==> src/rtl/texture_rom_arbiter.sv <==
// Round-robin arbiter sharing one synchronous texture ROM between two
// burst requesters; returns data tagged with requester id and last flag.
//
// Ports:
//   clk, reset          clock, synchronous active-high reset
//   reqN/addrN/lenN     burst request, start address, length (0 => 2**LEN_W)
//   gntN                one-cycle pulse, burst accepted
//   rvalidN, rdata      returned texel for port N
//   rlast               final word of a burst (qualified by rvalid)
//   busy                burst running or reads in flight
//   rom_ce/oce/reset/ad ROM control and address
//   rom_dout            ROM read data
module texture_rom_arbiter #(
  parameter int ADDR_W  = 10,
  parameter int DATA_W  = 16,
  parameter int LEN_W   = 6,
  parameter int ROM_LAT = 1
) (
  input  logic              clk,
  input  logic              reset,
  input  logic              req0,
  input  logic [ADDR_W-1:0] addr0,
  input  logic [LEN_W-1:0]  len0,
  output logic              gnt0,
  input  logic              req1,
  input  logic [ADDR_W-1:0] addr1,
  input  logic [LEN_W-1:0]  len1,
  output logic              gnt1,
  output logic              rvalid0,
  output logic              rvalid1,
  output logic [DATA_W-1:0] rdata,
  output logic              rlast,
  output logic              busy,
  output logic              rom_ce,
  output logic              rom_oce,
  output logic              rom_reset,
  output logic [ADDR_W-1:0] rom_ad,
  input  logic [DATA_W-1:0] rom_dout
);

  typedef enum logic {
    IDLE = 1'b0,
    RUN  = 1'b1
  } state_t;

  localparam logic [LEN_W:0] FULL_LEN = {1'b1, {LEN_W{1'b0}}};
  localparam logic [LEN_W:0] ONE_LEN  = {{LEN_W{1'b0}}, 1'b1};

  state_t            state_q, state_d;
  logic [ADDR_W-1:0] ad_q, ad_d;
  logic [LEN_W:0]    rem_q, rem_d;
  logic              port_q, port_d;
  logic              last_win_q, last_win_d;

  logic              pick1;
  logic [LEN_W-1:0]  len_sel;
  logic              gnt0_c, gnt1_c;
  logic              issue, issue_last;

  // return pipe: valid, port and last tags per in-flight read
  logic [ROM_LAT-1:0] pv_q, pp_q, pl_q;

  always_comb begin
    state_d    = state_q;
    ad_d       = ad_q;
    rem_d      = rem_q;
    port_d     = port_q;
    last_win_d = last_win_q;
    pick1      = 1'b0;
    len_sel    = '0;
    gnt0_c     = 1'b0;
    gnt1_c     = 1'b0;
    issue      = 1'b0;
    issue_last = 1'b0;
    unique case (state_q)
      IDLE: begin
        if (req0 | req1) begin
          // on a tie the port that did not win last time goes first
          pick1      = req1 & (~req0 | ~last_win_q);
          len_sel    = pick1 ? len1 : len0;
          port_d     = pick1;
          ad_d       = pick1 ? addr1 : addr0;
          rem_d      = (len_sel == '0) ? FULL_LEN
                                       : {1'b0, len_sel};
          last_win_d = pick1;
          gnt0_c     = ~pick1;
          gnt1_c     = pick1;
          state_d    = RUN;
        end
      end
      RUN: begin
        issue      = 1'b1;
        issue_last = (rem_q == ONE_LEN);
        rem_d      = rem_q - ONE_LEN;
        if (issue_last) begin
          // keep the final address on rom_ad while idle
          state_d = IDLE;
        end else begin
          ad_d = ad_q + 1'b1;
        end
      end
      default: state_d = IDLE;
    endcase
  end

  always_ff @(posedge clk) begin
    if (reset) begin
      state_q    <= IDLE;
      ad_q       <= '0;
      rem_q      <= '0;
      port_q     <= 1'b0;
      last_win_q <= 1'b1;
    end else begin
      state_q    <= state_d;
      ad_q       <= ad_d;
      rem_q      <= rem_d;
      port_q     <= port_d;
      last_win_q <= last_win_d;
    end
  end

  always_ff @(posedge clk) begin
    if (reset) begin
      pv_q <= '0;
      pp_q <= '0;
      pl_q <= '0;
    end else begin
      pv_q[0] <= issue;
      pp_q[0] <= port_q;
      pl_q[0] <= issue_last;
      for (int i = 1; i < ROM_LAT; i++) begin
        pv_q[i] <= pv_q[i-1];
        pp_q[i] <= pp_q[i-1];
        pl_q[i] <= pl_q[i-1];
      end
    end
  end

  logic out_v, out_p, out_l;

  assign out_v = pv_q[ROM_LAT-1];
  assign out_p = pp_q[ROM_LAT-1];
  assign out_l = pl_q[ROM_LAT-1];

  // outputs forced quiet while reset is held, so an aborted
  // burst never shows data
  assign gnt0      = gnt0_c & ~reset;
  assign gnt1      = gnt1_c & ~reset;
  assign rvalid0   = out_v & ~out_p & ~reset;
  assign rvalid1   = out_v & out_p & ~reset;
  assign rlast     = out_v & out_l & ~reset;
  assign rdata     = rom_dout;
  assign busy      = ((state_q == RUN) | (|pv_q)) & ~reset;
  assign rom_ce    = issue & ~reset;
  assign rom_oce   = 1'b1;
  assign rom_reset = reset;
  assign rom_ad    = ad_q;

endmodule
==> config.mk <==
export PLATFORM = sky130hd
export DESIGN_NAME = texture_rom_arbiter
export DESIGN_NICKNAME = d
export VERILOG_FILES = /design/src/rtl/texture_rom_arbiter.sv
export SDC_FILE = /design/constraint.sdc
export NUM_CORES = 1
export LEC_CHECK = 0
export ABC_AREA = 1
export BUFFER_PORTS_ARGS = -buffer_cell sky130_fd_sc_hd__clkbuf_2
export CAP_MARGIN = 40
export CORE_UTILIZATION = 45
export CTS_CLUSTER_SIZE = 28
export DETAILED_ROUTE_END_ITERATION = 6
export GPL_ROUTABILITY_DRIVEN = 0
export PLACE_DENSITY = 0.77
export SYNTH_ARGS = -nofsm -noshare
export SYNTH_HDL_FRONTEND = slang
export SYNTH_SLANG_ARGS = --single-unit
==> constraint.sdc <==
create_clock -name clk -period 2.1 [get_ports clk]
set_clock_uncertainty 0.15 [all_clocks]
set_input_delay 0.63 -clock clk [delete_from_list [all_inputs] [get_ports clk]]
set_output_delay 0.63 -clock clk [all_outputs]
set_load 0.02 [all_outputs]
Yosys cells after proc, flatten, opt, wreduce, memory -nomap -nowiden
Index checks and enable logic that the tools add are counted.
{ "word_totals": {"register_bits": 23, "in_bits": 52, "out_inout_bits": 35, "wordCells": 53} }
{ "op_classes": {"n_addsub": 2, "eq_ne": 3, "mux": 16, "n_bitwise": 20, "reduce_logical": 4} }
{ "ops": {"columns": ["cell", "count"], "rows": [
  ["$mux 10", 3],
  ["$pmux 10 s2", 1],
  ["$mux 7", 2],
  ["$pmux 7 s2", 1],
  ["$and 1x1->1", 11],
  ["$add 10x1->10 const B", 1],
  ["$eq 7x1->1 const B", 1],
  ["$mux 1", 7],
  ["$sub 7x1->7 const B", 1],
  ["$logic_not 6->1", 1],
  ["$mux 6", 1],
  ["$not 1->1", 6],
  ["$ne 2x2->1 const B", 2],
  ["$reduce_and 2->1", 2],
  ["$or 1x1->1", 3],
  ["$pmux 1 s2", 1],
  ["$reduce_or 2->1", 1]
]} }

Logic depth before layout (Yosys ltp)
{ "logic_depth": {"depth_word": 8, "mapped_depth": 9, "mapped_depth_nobuf": 9} }

Worst setup path before layout
No wires, ideal clock.
{ "synth_path": {"kind": "input to output", "start": "input req1", "end": "output gnt0", "arrival_ps": 1598, "required_ps": 1320, "slack_ps": -278, "stages": 5, "path_buffers": 2, "cell_sequence": "buf_2 nand2_2 inv_1 buf_2 nor3_1"} }
{ "synth_via": {"elab_chain_cells": 5} }
{ "synth_lines": {"columns": ["item", "line", "text"], "rows": [
  ["start: declaration", "25", "input logic req1,"],
  ["$and 1x1->1", "79", "pick1 = req1 & (~req0 | ~last_win_q);"],
  ["$not 1->1", "86", "gnt0_c = ~pick1;"],
  ["$mux 1 (*)", "77", "if (req0 | req1) begin"],
  ["$mux 1 (*)", "75", "unique case (state_q)"],
  ["$and 1x1->1 (*)", "147", "assign gnt0 = gnt0_c & ~reset;"],
  ["end: declaration", "24", "output logic gnt0,"]
]} }
Every way passes the cells marked *; elsewhere a longest branch is shown, timed or not.

Worst setup path after layout
{ "layout_path": {"start": "input req0", "end": "output gnt0"} }
{ "layout_via": {"elab_chain_cells": 7} }
{ "layout_lines": {"columns": ["item", "line", "text"], "rows": [
  ["start: declaration", "21", "input logic req0,"],
  ["$not 1->1", "79", null],
  ["$or 1x1->1", "79", null],
  ["$and 1x1->1", "79", null],
  ["$not 1->1", "86", null],
  ["$mux 1 (*)", "77", null],
  ["$mux 1 (*)", "75", null],
  ["$and 1x1->1 (*)", "147", null]
]} }
Marks and branches as above.

==> results.txt <==
- Run status: complete, no violations
- Share of the synthesized area in compound gates (AO/OA/AOI/OAI): 16.6%
- 0 antenna diodes ended up in the layout.
- CTS saw 23 sinks.
- Worst-path clk slew: approximately 0.080 ns
- Fraction of synthesized cell area taken by the top area cell type: 27.8%
- Sequential cells were found to cover 27.8% of the synthesized design area.
- The die covers just under 4000 µm².
- H-tree level count: 1
- In this run the deepest clock path goes through 2 buffers.
* Power per standard cell area: approximately 620 nW/µm²
- I/O Pins: 87
- In this run, synthesis produced a sequential element count of 23.
- Detailed routing inserted a total of 1748 vias.
* Clock tree from TritonCTS: built
* Setup TNS: 0 ns
- ANT nets after route: 0
- Clock buffer count from CTS: 3
* Cell repeated most along the worst path: sky130_fd_sc_hd__clkbuf_2
* Horizontal extent of the die: 62.7 µm
* Critical Path Start Type: input port
* Port bufs: 53
- VDD sags by at most 0.244 mV.
- The largest single stage delay on the critical path is 0.19 ns.
- Leading post-synthesis cells by cell area: sky130_fd_sc_hd__dfxtp_1 28%, sky130_fd_sc_hd__nand2_1 13%, sky130_fd_sc_hd__buf_4 8.2%
- Starting density of the core: 48.1%
- Yosys mapped the design onto 27 distinct sky130hd cell types.
* Highest-count cells in the layout ignoring fill and taps: 57 x sky130_fd_sc_hd__nand2_1, 50 x sky130_fd_sc_hd__clkbuf_2, 33 x sky130_fd_sc_hd__nor2_1
- Fin nets: 365
* Area growth from synthesis to final layout: 20.6%
- Cell type contributing the most total cell area after synthesis: sky130_fd_sc_hd__dfxtp_1
- In the synthesized netlist, the number of instances is 266.
* First drt pass iteration count: 4
- For this run, the total global-route usage over all layers was measured as 21.5%.
- Clock latency of the later-clocked register in the worst-skew pair: 0.27 ns
* Routed WL: 4040 µm
* Static leakage power: 0.00102 µW
- Slowest cell on crit path: sky130_fd_sc_hd__o21ai_4
- The first routing iteration left 96 violations.
- Wire length of the first global-routing pass: 6810 µm
* DRC Markers: 0
- Entering global routing, the biggest net connects 18 pins.
- The critical path is of the input port to output port type.
* Avg Vias per Cell: about 4.9
* Fmax: between 400 and 500 MHz
- The number of antenna violations at the first check in global routing was 0.
- # Post-CTS Setup Buffers: 0
- When the netlist entered floorplanning its net count stood at 321.
- Arrival time of the worst setup path: 1.27 ns
- For the worst setup path, the data required time is approximately 1.3 ns.
- Most frequent standard cell in the layout excluding fill and tap cells: sky130_fd_sc_hd__nand2_1
- Mean post-synth cell area: 6.22 µm²
- Hold is met by 0.283 ns.
* Final critical-path share of the clock period: 97.7%
- Placed wire-length estimate: 3160 µm
- Number of global-route vias before repair: 1562
- Area fraction in and, or, nand and nor cells after synthesis: around a third
- In this run the worst path has a maximum fanout of 2.
- After Yosys synthesis, XOR and XNOR cells account for under 10% of the synthesized area.
- Min Clock Period, post-route: 2.05 ns
* Cells after DPL: 351
* CORE AREA: 3440 µm²
* Rows: 21
* Crit path cell chain: clkbuf_2 > buf_4 > o21ai_4 > nor3_4 > clkbuf_2
- For this run, the number of Yosys warnings is 0.
- Total congestion overflow: 0
- STA classifies the critical path endpoint as an output port.
- Adder and majority cell fraction of the synthesized area: 2.27%
- Ratio of cells with drive above 1 in the final layout: 27.8%
- Unrepaired setup endpoints after global routing: no
- The worst hold path belongs to the class flop to flop.
- Endpoints failing hold: 0
* Vertical extent of the die: 62.7 µm
- By area, the combinational part of the netlist is dominated by simple AND/OR/NAND/NOR gates.
- Mux cell area share after synthesis: 0%
- The filler cells instantiated in the layout total 360.
* Clock root cell: sky130_fd_sc_hd__clkbuf_8
* Max-capacitance violation count: 0
* Count of placed standard cells in the final layout, fillers left out: 355
- Number of setup violations in the final report: 0
- In this run the cell area of the synthesized design comes to roughly 1700 µm².
* Number of pins with negative max-slew slack in the final report: 0
* Routed len/inst: 11.4 µm
report_power, final:
part	switching, µW	internal [µW]
clock network	149	136
registers	44.6	484
logic	258	168
Yosys cell counts:
cell,count
sky130_fd_sc_hd__conb_1,1
sky130_fd_sc_hd__o22ai_1,2
sky130_fd_sc_hd__a21oi_1,13
sky130_fd_sc_hd__clkbuf_1,3
sky130_fd_sc_hd__a31oi_1,1
sky130_fd_sc_hd__nand3_1,23
sky130_fd_sc_hd__buf_6,1
sky130_fd_sc_hd__nor2_4,1
sky130_fd_sc_hd__nand3b_1,4
sky130_fd_sc_hd__o21a_1,3
sky130_fd_sc_hd__ha_1,3
sky130_fd_sc_hd__dfxtp_1,23
sky130_fd_sc_hd__o21ai_0,27
sky130_fd_sc_hd__nand2_1,59
sky130_fd_sc_hd__inv_1,27
sky130_fd_sc_hd__inv_2,1
sky130_fd_sc_hd__o21ai_2,1
sky130_fd_sc_hd__buf_4,18
sky130_fd_sc_hd__o21ai_4,1
sky130_fd_sc_hd__nor3_1,2
sky130_fd_sc_hd__nand4_1,4
sky130_fd_sc_hd__nand2_2,3
sky130_fd_sc_hd__nor2_1,35
sky130_fd_sc_hd__o211ai_1,1
sky130_fd_sc_hd__buf_2,6
sky130_fd_sc_hd__xor2_1,2
sky130_fd_sc_hd__nor2_2,1
layer usage:
| layer | up-vias | GRT usage (%) | share of wire, % |
|---|---|---|---|
| li1 | 920 | - | - |
| met1 | 767 | 27.8 | 48 |
| met2 | 55 | 36.7 | 47 |
| met3 | 6 | 1.46 | 4.3 |
| met4 | 0 | 9.30 | 1.2 |
| met5 | - | 0 | 0 |
per-stage QoR:
step	power (µW)	worst slack, ns	area, µm²	utilization [%]
after floorplan	868	0.00821	1700	-
after global placement	946	-0.0533	1930	56.2
after detailed placement	958	-0.0697	1930	56.2
after CTS	1240	0.00257	1980	57.5
after global routing	1320	0.00865	2000	58.0
final	1240	0.0483	2000	58.0
state kept, by name, indices dropped and copies added, names as in the netlist:
signal      cells
last_win_q      1
port_q          1
rem_q           7
out_v           1
state_q         1
out_l           1
rom_ad         10
out_p           1
final timing paths:
path	start	to	slack, ns	cells past startpoint
setup / recovery	req0	gnt0	0.05	5
hold / removal	port_q	out_p	0.28	2
setup reg to reg	rom_ad[0]	rom_ad[8]	0.48	8
hold reg to reg	port_q	out_p	0.28	2
critical path: cells and delay by family:
kind	cells	cell delay, ns
buffers and inverters	3	0.39
AOI/OAI and AO/OA	1	0.19
and+or+nand+nor	1	0.06
repair_timing:
item / CTS / global route
hold buffers: 0 / 0
gates resized for setup: 3 / 6
endpoints found under the setup margin: 4 / 4
cell type report:
cell class | count | area (µm²) | share of cell area [%]
Multi-Input combinational cell | 187 | 950 | 47.6
Sequential cell | 23 | 460 | 23.1
Timing Repair Buffer | 67 | 375 | 18.8
Inverter | 28 | 108 | 5.39
Tap cell | 46 | 57.6 | 2.88
Clock buffer | 4 | 45.0 | 2.26
cell families after synthesis:
group | Yosys count
adders and majority gates | 3
AOI/OAI and AO/OA | 49
DFF | 23
other | 1
buffers and inverters | 56
and+or+nand+nor | 132
xor gates and xnor gates | 2
(Power assumes the default switching activity.)
